==> config.mk <==
export PLATFORM = sky130hd
export DESIGN_NAME = ps2_event_fifo
export DESIGN_NICKNAME = d
export VERILOG_FILES = /design/src/rtl/ps2_event_fifo.sv
export SDC_FILE = /design/constraint.sdc
export NUM_CORES = 1
export LEC_CHECK = 0
export CAP_MARGIN = 20
export CORE_MARGIN = 3
export CORE_UTILIZATION = 55
export CTS_CLUSTER_DIAMETER = 200
export CTS_CLUSTER_SIZE = 30
export DETAILED_ROUTE_END_ITERATION = 10
export PLACE_DENSITY = 0.73
export SKIP_LAST_GASP = 1
export SLEW_MARGIN = 10
export SYNTH_ARGS = -nofsm -noshare
export SYNTH_HDL_FRONTEND = slang
export SYNTH_SLANG_ARGS = --single-unit
==> constraint.sdc <==
create_clock -name clk -period 7.8 [get_ports clk]
set_input_delay 1.56 -clock clk [delete_from_list [all_inputs] [get_ports clk]]
set_output_delay 1.56 -clock clk [all_outputs]
set_load 0.01 [all_outputs]
==> src/rtl/ps2_event_fifo.sv <==
// ps2_event_fifo: PS/2 keyboard receiver that filters the pin clock, deserialises
// 11-bit frames (start/8 data/odd parity/stop), folds E0/F0 prefixes into one key
// event {ext, brk, code} and queues events in a show-ahead FIFO.
// Ports: clk/rst system clock and async active-high reset; ps2_clk/ps2_data raw pins;
//   ev_valid/ev_code/ev_break/ev_ext head of queue, popped by ev_ack; fifo_count
//   occupancy; overflow (sticky) and err_cnt (saturating), both cleared by clr_status.
module ps2_event_fifo #(
    parameter int FIFO_DEPTH  = 8,
    parameter int FILTER_LEN  = 4,
    parameter int TIMEOUT_CYC = 50000,
    parameter int KEEP_BREAK  = 1
) (
    input  logic                          clk,
    input  logic                          rst,
    input  logic                          ps2_clk,
    input  logic                          ps2_data,
    input  logic                          ev_ack,
    input  logic                          clr_status,
    output logic                          ev_valid,
    output logic [7:0]                    ev_code,
    output logic                          ev_break,
    output logic                          ev_ext,
    output logic [$clog2(FIFO_DEPTH):0]   fifo_count,
    output logic                          overflow,
    output logic [7:0]                    err_cnt
);

    localparam int AW = $clog2(FIFO_DEPTH);
    localparam int CW = AW + 1;
    localparam int FW = $clog2(FILTER_LEN + 1);
    localparam int TW = $clog2(TIMEOUT_CYC + 1);

    typedef enum logic [1:0] {
        ST_IDLE,
        ST_DATA,
        ST_PARITY,
        ST_STOP
    } rx_state_t;

    // ------------------------------------------------------------------
    // Pin synchronisers; both lines idle high so they reset to 1.
    // ------------------------------------------------------------------
    logic [1:0] clk_sync;
    logic [1:0] dat_sync;
    logic       s_clk;
    logic       s_dat;

    always_ff @(posedge clk or posedge rst) begin
        if (rst) begin
            clk_sync <= 2'b11;
            dat_sync <= 2'b11;
        end else begin
            clk_sync <= {clk_sync[0], ps2_clk};
            dat_sync <= {dat_sync[0], ps2_data};
        end
    end

    assign s_clk = clk_sync[1];
    assign s_dat = dat_sync[1];

    // ------------------------------------------------------------------
    // Clock glitch filter: the filtered clock follows s_clk only after
    // s_clk has disagreed with it for FILTER_LEN consecutive cycles.
    // ------------------------------------------------------------------
    logic [FW-1:0] flt_cnt;
    logic          filt_clk;
    logic          filt_clk_d;
    logic          fall;

    always_ff @(posedge clk or posedge rst) begin
        if (rst) begin
            flt_cnt    <= '0;
            filt_clk   <= 1'b1;
            filt_clk_d <= 1'b1;
        end else begin
            filt_clk_d <= filt_clk;
            if (s_clk != filt_clk) begin
                if (flt_cnt == FW'(FILTER_LEN - 1)) begin
                    filt_clk <= s_clk;
                    flt_cnt  <= '0;
                end else begin
                    flt_cnt <= flt_cnt + 1'b1;
                end
            end else begin
                flt_cnt <= '0;
            end
        end
    end

    // High for exactly the first cycle in which the filtered clock is 0.
    assign fall = filt_clk_d & ~filt_clk;

    // ------------------------------------------------------------------
    // Frame receiver
    // ------------------------------------------------------------------
    rx_state_t     state;
    rx_state_t     state_nxt;
    logic [2:0]    bit_idx;
    logic [7:0]    shreg;
    logic          par_bit;
    logic [TW-1:0] to_cnt;
    logic          frame_good;
    logic          frame_err;
    logic          timeout;

    always_ff @(posedge clk or posedge rst) begin
        if (rst) begin
            state <= ST_IDLE;
        end else begin
            state <= state_nxt;
        end
    end

    always_comb begin
        state_nxt  = state;
        frame_good = 1'b0;
        frame_err  = 1'b0;
        timeout    = 1'b0;
        if (fall) begin
            case (state)
                ST_IDLE:   if (!s_dat) state_nxt = ST_DATA;
                ST_DATA:   if (bit_idx == 3'd7) state_nxt = ST_PARITY;
                ST_PARITY: state_nxt = ST_STOP;
                ST_STOP: begin
                    state_nxt = ST_IDLE;
                    // Odd parity over data+parity, and a high stop bit.
                    if (s_dat && (^{par_bit, shreg})) begin
                        frame_good = 1'b1;
                    end else begin
                        frame_err = 1'b1;
                    end
                end
                default:   state_nxt = ST_IDLE;
            endcase
        end else if ((state != ST_IDLE) && (to_cnt == TW'(TIMEOUT_CYC))) begin
            timeout   = 1'b1;
            state_nxt = ST_IDLE;
        end
    end

    logic       byte_vld;
    logic [7:0] byte_q;

    always_ff @(posedge clk or posedge rst) begin
        if (rst) begin
            bit_idx  <= '0;
            shreg    <= '0;
            par_bit  <= 1'b0;
            to_cnt   <= '0;
            byte_vld <= 1'b0;
            byte_q   <= '0;
        end else begin
            if (fall && (state == ST_IDLE)) begin
                bit_idx <= '0;
            end
            if (fall && (state == ST_DATA)) begin
                shreg   <= {s_dat, shreg[7:1]};
                bit_idx <= bit_idx + 3'd1;
            end
            if (fall && (state == ST_PARITY)) begin
                par_bit <= s_dat;
            end
            // Inter-edge watchdog; saturates so the abort condition holds
            // until the FSM leaves the frame.
            if ((state == ST_IDLE) || fall) begin
                to_cnt <= '0;
            end else if (to_cnt != TW'(TIMEOUT_CYC)) begin
                to_cnt <= to_cnt + 1'b1;
            end
            byte_vld <= frame_good;
            if (frame_good) begin
                byte_q <= shreg;
            end
        end
    end

    // ------------------------------------------------------------------
    // Prefix folding: E0/F0 only set flags, 00/FF are keyboard error
    // codes and are swallowed, anything else becomes an event.
    // ------------------------------------------------------------------
    logic       ext_q;
    logic       brk_q;
    logic       ev_push;
    logic [9:0] ev_dat;

    always_comb begin
        ev_push = 1'b0;
        ev_dat  = {ext_q, brk_q, byte_q};
        if (byte_vld) begin
            case (byte_q)
                8'hE0, 8'hF0, 8'h00, 8'hFF: ev_push = 1'b0;
                default: ev_push = (KEEP_BREAK != 0) || !brk_q;
            endcase
        end
    end

    always_ff @(posedge clk or posedge rst) begin
        if (rst) begin
            ext_q <= 1'b0;
            brk_q <= 1'b0;
        end else if (byte_vld) begin
            case (byte_q)
                8'hE0:   ext_q <= 1'b1;
                8'hF0:   brk_q <= 1'b1;
                default: begin
                    ext_q <= 1'b0;
                    brk_q <= 1'b0;
                end
            endcase
        end
    end

    // ------------------------------------------------------------------
    // Show-ahead event FIFO
    // ------------------------------------------------------------------
    logic [9:0]    mem [FIFO_DEPTH];
    logic [AW-1:0] wr_ptr;
    logic [AW-1:0] rd_ptr;
    logic [CW-1:0] count;
    logic          full;
    logic          pop;
    logic          wr_en;
    logic          ovf_set;
    logic [9:0]    head;

    assign full    = (count == CW'(FIFO_DEPTH));
    assign ev_valid = (count != '0);
    assign pop     = ev_ack & ev_valid;
    // A simultaneous pop frees the slot, so a push into a full FIFO still lands.
    assign wr_en   = ev_push & (~full | pop);
    assign ovf_set = ev_push & full & ~pop;

    always_ff @(posedge clk or posedge rst) begin
        if (rst) begin
            for (int i = 0; i < FIFO_DEPTH; i++) begin
                mem[i] <= '0;
            end
            wr_ptr <= '0;
            rd_ptr <= '0;
            count  <= '0;
        end else begin
            if (wr_en) begin
                mem[wr_ptr] <= ev_dat;
                wr_ptr      <= wr_ptr + 1'b1;
            end
            if (pop) begin
                rd_ptr <= rd_ptr + 1'b1;
            end
            case ({wr_en, pop})
                2'b10:   count <= count + 1'b1;
                2'b01:   count <= count - 1'b1;
                default: count <= count;
            endcase
        end
    end

    assign head       = mem[rd_ptr];
    assign ev_code    = head[7:0];
    assign ev_break   = head[8];
    assign ev_ext     = head[9];
    assign fifo_count = count;

    // ------------------------------------------------------------------
    // Status: an error in the same cycle as clr_status survives the clear.
    // ------------------------------------------------------------------
    logic err_inc;
    assign err_inc = frame_err | timeout;

    always_ff @(posedge clk or posedge rst) begin
        if (rst) begin
            err_cnt  <= '0;
            overflow <= 1'b0;
        end else begin
            if (clr_status) begin
                err_cnt <= err_inc ? 8'd1 : 8'd0;
            end else if (err_inc && (err_cnt != 8'hFF)) begin
                err_cnt <= err_cnt + 8'd1;
            end
            if (ovf_set) begin
                overflow <= 1'b1;
            end else if (clr_status) begin
                overflow <= 1'b0;
            end
        end
    end

endmodule

=== Word-level counts from Yosys, hierarchy flattened ===
Index checks and enable logic that the tools add are counted.

* Add/sub/neg operators: 8
* Order comparisons: 3
* Equality and inequality tests: 17
* Muxes and demuxes: 35
* Bitwise gates (word level): 14
* Reduce and logical (&&, ||, !) cells: 24

{| class="wikitable"
|+ Operator list
! kind !! count
|-
| $bwmux W80 || 1
|-
| $mux W16 || 2
|-
| $bmux W10 S3 || 1
|-
| $demux W10 S3 || 1
|-
| $mux W10 || 3
|-
| $eq A8 B8 Y1 const B || 3
|-
| $add A16 B1 Y16 const B || 1
|-
| $eq A16 B16 Y1 const B || 1
|-
| $mux W8 || 2
|-
| $ne A16 B16 Y1 const B || 1
|-
| $reduce_bool A2 Y1 || 7
|-
| $mux W1 || 13
|-
| $add A3 B1 Y3 const B || 4
|-
| $mux W3 || 4
|-
| $reduce_xor A9 Y1 || 1
|-
| $add A8 B1 Y8 const B || 1
|-
| $ge A4 B4 Y1 const B || 2
|-
| $logic_not A8 Y1 || 1
|-
| $mux W2 || 4
|-
| $ne A8 B8 Y1 const B || 1
|-
| $not A3 Y4 || 2
|-
| $pmux W2 S4 || 1
|-
| $pmux W4 S2 || 1
|-
| $logic_and A1 B1 Y1 || 7
|-
| 20 further kinds || 36
|}

* Register bits after elaboration: 149
* Input port bits: 6
* Output and inout bits: 24

=== Longest topological paths before layout ===
* Depth in word-level cells: 9
* Gate-level depth with buffers: 13

=== Least setup slack after synthesis ===
OpenSTA, ideal clock, no wires.

* Path type: flip-flop to output port
* Start: register rd_ptr[0]
* End: output ev_code[5]
* Arrival: 1.774 ns
* Setup slack: 4.466 ns
* Stages on the path, launching flop included: 4
* Path buffers: 1
* Cell sequence: dfrtp_1 -> buf_1 -> mux4_2 -> mux2_2

* Word-level cells in the longest chain between the ends: 4

{| class="wikitable"
|+ Ends and longest elaborated chain
! what !! line !! text
|-
| start, declared || 218 || <nowiki>logic [AW-1:0] rd_ptr;</nowiki>
|-
| start signal, assigned || 247 || <nowiki>rd_ptr <= rd_ptr + 1'b1;</nowiki>
|-
| $not A3 Y4 (not written as such) || 257 || <nowiki>assign head = mem[rd_ptr];</nowiki>
|-
| $bmux W10 S3 || 257 ||
|-
| $mux W10 (not written as such) (2 in series) || 257 ||
|-
| end, declared || 20 || <nowiki>output logic [7:0] ev_code,</nowiki>
|}

No other way between the ends. The select of a mux whose other input is x is not followed.

=== Worst setup path after layout ===
* Start: register rd_ptr[1]
* End: output ev_code[1]

The elaborated chain is that of the path after synthesis.

==> summary.md <==
| Metric | Value |
|---|---|
| Largest area contributor in the netlist | dfrtp_1 |
| Fill cell count | 937 |
| Syn_nets | 542 |
| Pleak | 3.760 nW |
| DIE HEIGHT | 118.8 um |
| First-pass GRT wire length | 21.50 mm |
| Post-cts sizing count | 0 |
| Core Util, Final | 65.66% |
| CTS tree | done |
| Syn_area_per_cell | 13.43 um2 |
| MaxCap Viol Count | 0 |
| Core area | 12210 um2 |
| Syn Std Cell Area | 6998 um2 |
| Vias in the first global route | 4259 |
| RePlAce Congestion | 0.7832 |
| Post-synth top cells | dfrtp_1, mux2_2, nor2_1 |
| Tmin final | 4.211 ns |
| Critical Path AT | 2.65 ns |
| DRC | 0 |
| P&R area growth vs syn | 14.57% |
| Setup TNS | 0 ns |
| Number of synthesized flops with an enable pin | 0 |
| Outcome | finished, final reports clean |
| Die area | 14110 um2 |
| Critical path class | reg -> out |
| Register area | 3736 um2 |
| Synth cell types | 53 |
| Cell area power density | 252.1 nW/um2 |
| Synth Warn # | 0 |
| Yosys top cell area share | 51.14% |
| #FFs+latches synth | 149 |
| Post-synthesis cell count | 521 |
| Post-Place Cell Area | 7431 um2 |
| Die W | 118.8 um |
| Count leader, synth | dfrtp_1 |
| Setup repair bufs after CTS | 0 |
| Top cells by area, synth | dfrtp_1, mux2_2, mux4_2 |
| Root Buffer | clkbuf_16 |
| Final #Nets | 571 |
| H-tree depth | 4 |
| I/O Buffers | 29 |
| Worst slew pin tran | 1.064 ns |
| Top_reg_cell synth | dfrtp_1 |
| Fin area | 8018 um2 |
| Vias per inst | 5.679 |
| Max Slew Vio Count | 0 |
| Slowest stage delay, CP | 1.04 ns |
| Max-slew headroom | 29.06% |
| Synth async-reset ratio | 100.0% |
| Cell breakdown of the critical path | mux4_2 -> mux2_2 -> clkdlybuf4s50_1 |
| CP startpoint kind | flip-flop |
| # IOs | 30 |
| Total Routing Usage GR | 19.72% |
| WHS | 0.3556 ns |
| Initial antenna violation count | 0 |
| Req. time, crit path | 6.24 ns |
| # hold bufs at CTS | 0 |
| Clk_skew | 0.006337 ns |
| Post-route ant nets | 0 |
| Crit. End Element | output port |
| Largest net degree at the start of global routing | 80 |
| Max Fclk | 0.2375 GHz |
| Critical path's slowest cell | dfrtp_1 |
| Initial DRT Pass Iterations | 4 |
| Final Power | 2.021 mW |
| GRT overflow | 0 |
| FP Rows | 40 |
| Setup violators final | 0 |
| Hold Vio Cnt, Final | 0 |
| Max VDD drop | 0.2613 mV |
| Clk pin slew, worst setup/hold paths | 0.05 ns |
| Period Utilization, post-route | 53.99% |
| Share of layout cells above drive strength 1 | 33.69% |
| Multi-input gate area | 3088 um2 |
| RSZ-0062 raised after global routing | false |
| Clock tree buffer depth | 2 |
| Antenna diode count | 0 |
| Latest clock arrival within the worst-skew pair | 0.42 ns |
| Final WL | 12.84 mm |
| DP HPWL | 8.512 mm |
| Worst min path class | reg -> reg |
| Crit path max fanout | 22 |
| Worst Path Buf+Inv | 1 |
| Clock Sinks | 149 |
| Dominant delay contributor by cell family on the critical path | flip-flops |
| Routed vias | 4140 |
| Seq/Total Area, Yosys | 53.39% |
| Starting Density | 57.31% |
| Iter 0 DRT Violations | 204 |
| Num CTS Buffers | 17 |
| DR WL/cell | 17.61 um |
==> final timing paths <==
path,cells past startpoint,slack [ns],endpoint,from
setup / recovery,3,3.59,ev_code[1],rd_ptr[1]
hold / removal,0,0.36,dat_sync[1],dat_sync[0]
setup reg to reg,7,4.92,mem[21],byte_q[7]
hold reg to reg,0,0.36,dat_sync[1],dat_sync[0]
max in group asynchronous,3,4.80,mem[11],rst
min in group asynchronous,2,1.62,mem[16],rst
==> cell families after synthesis <==
kind of cell / share of synthesized area [%]
AO/OA/AOI/OAI: 3.719
XOR/XNOR: 4.059
adder cells (fa/ha/maj): 2.682
buffers and inverters: 2.485
flip-flops: 53.39
multiplexers: 24.33
AND/OR/NAND/NOR: 9.333
==> registers in the layout, indices dropped and copies added, names as in the netlist, 2 cells and up <==
name        flops
to_cnt         16
bit_idx         3
mem            80
clk_sync        2
fifo_count      4
rd_ptr          3
byte_q          8
wr_ptr          3
state           2
err_cnt         8
shreg           8
dat_sync        2
flt_cnt         3
==> cell usage in the layout, fill, tap and decap left out, types with 2 or more instances in the layout <==
| master | synthesis | routed |
|---|---|---|
| a21boi_0 | 2 | 2 |
| a21o_2 | 3 | 3 |
| a21oi_1 | 12 | 12 |
| a32o_1 | 2 | 2 |
| and2_1 | 2 | 2 |
| and3_1 | 5 | 5 |
| and3_2 | 2 | 2 |
| and4_1 | 5 | 5 |
| and4bb_2 | 2 | 2 |
| buf_4 | 0 | 4 |
| bufinv_16 | 0 | 3 |
| clkbuf_16 | 0 | 17 |
| clkbuf_8 | 0 | 2 |
| clkdlybuf4s50_1 | 0 | 29 |
| clkinv_2 | 0 | 7 |
| dfrtp_1 | 143 | 143 |
| dfstp_2 | 6 | 6 |
| ha_1 | 15 | 15 |
| inv_1 | 19 | 18 |
| mux2_2 | 109 | 109 |
| mux4_2 | 20 | 20 |
| nand2_1 | 23 | 23 |
| nand2b_1 | 3 | 3 |
| nand3_1 | 9 | 9 |
| nand3b_1 | 3 | 3 |
| nand4_1 | 8 | 8 |
| nor2_1 | 26 | 26 |
| nor2b_1 | 4 | 4 |
| nor3_1 | 4 | 4 |
| nor3b_1 | 4 | 4 |
| nor4_1 | 2 | 2 |
| o21ai_0 | 15 | 15 |
| or3_1 | 2 | 2 |
| xnor2_1 | 10 | 10 |
| xor2_1 | 18 | 18 |
==> per-layer routing <==
layer | global-route usage, % | routed length (um) | vias up
li1 | - | - | 1942
met1 | 25.18 | 5765 | 2129
met2 | 32.29 | 6510 | 49
met3 | 5.789 | 336 | 20
met4 | 6.807 | 227 | 0
met5 | 0 | 0 | -
==> worst reg2reg max path: cells and delay by family (launching register included) <==
family	cells	cell delay, ns
mux	1	0.34
buf+inv	1	0.28
compound gates	1	0.27
simple gates	4	1.39
flops	1	0.49
==> metrics by stage <==
stage                     std cells  worst slack [ns]
final                           729             3.589
after floorplan                 521             2.242
after detailed placement        699             3.778
after global placement          699             3.838
after global routing            729             3.494
after CTS                       729             3.533
==> report_power, final <==
part	internal (mW)	total [mW]	switching (mW)	leakage, nW
Clock	0.512	0.806	0.295	0.298
Combinational	0.144	0.326	0.182	1.41
Sequential	0.831	0.889	0.0587	2.05
==> area by class of cell <==
cell class / count / area share [%]
inverter: 19 / 0.9519
multi-input combinational: 330 / 38.51
timing repair buffer: 33 / 3.995
clock inverter: 11 / 1.670
sequential: 149 / 46.60
tap: 168 / 2.622
clock buffer: 19 / 5.649
No activity file was read; power rests on OpenSTA's default activity.
==> patch (same settings) <==
Set the parameter `FIFO_DEPTH` to 4 (it was 8).
--- a/src/rtl/ps2_event_fifo.sv
+++ b/src/rtl/ps2_event_fifo.sv
@@ -5,7 +5,7 @@
 //   ev_valid/ev_code/ev_break/ev_ext head of queue, popped by ev_ack; fifo_count
 //   occupancy; overflow (sticky) and err_cnt (saturating), both cleared by clr_status.
 module ps2_event_fifo #(
-    parameter int FIFO_DEPTH  = 8,
+    parameter int FIFO_DEPTH  = 4,
     parameter int FILTER_LEN  = 4,
     parameter int TIMEOUT_CYC = 50000,
     parameter int KEEP_BREAK  = 1
Interface: changed (resized fifo_count); port bits go from 30 to 29. The function was not compared with the original's and may differ.
==> patch against the original RTL <==
  * Final area fell by 31%
  * First-iteration DRC count is 64% lower
  * Sequential cell count decreased by 43
  * Via count down 27%
  * Setup slack gained 380 ps
  * Power is 32% lower
  * Synthesized area is 29% lower
  * Wire length shrank 35%
  * Non-clock buffer count shrank 4
  * Cell count is 28% lower
  * Combinational power is 6.1% higher
  * Critical path type unchanged
  * Largest power group unchanged
==> patch: results (changes against the original RTL) <==
| Metric | Value |
|---|---|
| Status | `finished, final reports clean` |
| Post-CTS setup buffer count | `0 (unchanged)` |
| Minimum hold slack | `363 ps (+7.41 ps)` |
| Data arrival, critical path | `2280 ps (-370 ps)` |
| Vias in the first global route | `3053 (-28%)` |
| VDD IR max | `0.180 mV (-31%)` |
| Tightest Pin Transition | `815 ps (-249 ps)` |
| Nets | `437 (-23%)` |
| Fraction of layout cells with a size suffix above 1 | `25.0% (-8.7 points)` |
| Critical R2R Launch | `byte_q[0]` |
| Period utilisation layout | `49.2% (-4.8 points)` |
| Crit-path leading delay family | `flip-flops` |
| First-pass iteration count of the detailed router | `5 (+1)` |
| Post-Route WL | `8330 microns (-35%)` |
| Buffers on Ports | `28 (-3.4%)` |
| Post-synth top cells | `dfrtp_1 (100), mux2_2 (58), nand2_1 (27)` |
| FFs w/ async S/R, synth | `100% (unchanged)` |
| Residual DRC | `0 (unchanged)` |
| Routability cong. | `0.762 (-2.7%)` |
| Worst-Skew Late Latency | `360 ps (-60 ps)` |
| Layout Skew | `13.0 ps (+6.68 ps)` |
| Count of different cell masters after synthesis | `54 (+1.9%)` |
| Crit-path slowest cell | `dfrtp_1` |
| Setup Slack @ Placement | `3790 ps (+11.0 ps)` |
| FF-to-FF End | `fifo_count[2]` |
| Top flop regs | `mem x40, to_cnt x16` |
| Maximum clock path buffer count | `2 (unchanged)` |
| Min-Delay Path Class | `flop to flop` |
| Reg2Reg Depth | `10 (+3)` |
| Mapped Nets | `405 (-25%)` |
| Synth Warn # | `0 (unchanged)` |
| Antenna violations before repair | `0 (unchanged)` |
| Hold Crit Endpoint | `dat_sync[1]` |
| First-pass GRT wire length | `14500 microns (-32%)` |
| Reg clk slew, reported paths | `100 ps (+50 ps)` |
| Non-filler instance count after layout | `525 (-28%)` |
| Post-placement cell area | `5320 sq um (-28%)` |
| CTS Buf Count | `9 (-8)` |
| Leak Pwr | `2.53 nW (-33%)` |
| CP Max Fanout | `12 (-45%)` |
| Number of DRC markers in iteration 0 | `73 (-64%)` |
| Mapped Cells | `383 (-26%)` |
| Clock root cell | `clkbuf_8` |
| GRT Total Usage | `18.2% (-1.6 points)` |
| Hold Path Origin | `dat_sync[0]` |
| Post-DP HPWL | `5860 microns (-31%)` |
| Synth top area cells | `dfrtp_1 (51%), mux2_2 (13%), mux4_2 (4.6%)` |
| R2r setup slk | `5110 ps (+190 ps)` |
| Cts repair resizes | `0 (unchanged)` |
| Hold Crit Depth | `0 (unchanged)` |
| Placed insts | `509 (-27%)` |
| Number of diodes | `0 (unchanged)` |
| Via-per-instance ratio | `5.74 (+1.1%)` |
| Slowest stage delay, CP | `820 ps (-220 ps)` |
| Maxcap violations | `0 (unchanged)` |
| H-Tree Depth | `3 (-1)` |
| Sequential-to-total area share from yosys stat | `53.9% (+0.49 points)` |
| Largest net degree at the start of global routing | `68 (-15%)` |
-- patch: cell types whose count changed after synthesis, moves of 4 or more --
cell | before | now
mux2_2 | 109 | 58
dfrtp_1 | 143 | 100
mux4_2 | 20 | 10
clkbuf_1 | 13 | 5
nor2_1 | 26 | 19
o21ai_0 | 15 | 8
xor2_1 | 18 | 11
buf_2 | 7 | 1
or4_1 | 0 | 6
nand2_1 | 23 | 27
-- patch: final cells by class --
class                   count  area (sq um)
inverters                  19          73.8
flip-flops and latches    106          2660
fillers                   649          2960
clock buffers               9           124
repair buffers             29           288
clock inverters             7          58.8
multi-input cells         250          2170
well taps                 105           131
-- patch: cell families (layout without fill, tap and decap cells) --
logic type,count (synthesis),in the layout,synth area share (%)
AOI/OAI and AO/OA,38,38,5.09
xor gates and xnor gates,24,24,4.81
adders and majority gates,16,16,4.21
buffers and inverters,27,64,2.23
DFF,106,106,53.9
muxes,71,71,18.5
and+or+nand+nor,101,101,11.3
-- patch: how the worst max path moves through the flow --
stage          startpoint             to  cells after the start
3_5_place_dp       ev_ack  fifo_count[2]                     11
3_3_place_gp       ev_ack  fifo_count[2]                     11
6_report        rd_ptr[0]     ev_code[3]                      2
4_1_cts         rd_ptr[0]     ev_code[1]                      2
5_1_grt         rd_ptr[0]     ev_code[6]                      2
2_1_floorplan         rst     bit_idx[0]                      1
-- patch: power by group --
part           leakage [nW]  switching (mW)  total, mW  internal, mW
Sequential             1.43          0.0909      0.711         0.620
Clock                0.0925           0.189      0.311         0.122
Combinational          1.01           0.165      0.346         0.181
Total                  2.53           0.445       1.37         0.922
-- patch: metal layers --
layer / up-vias / part of all wire, % / GRT usage, %
li1: 1438 / - / -
met1: 1537 / 46 / 23.0
met2: 30 / 51 / 31.3
met3: 8 / 2.8 / 4.57
met4: 0 / 1.0 / 4.46
met5: - / 0 / 0
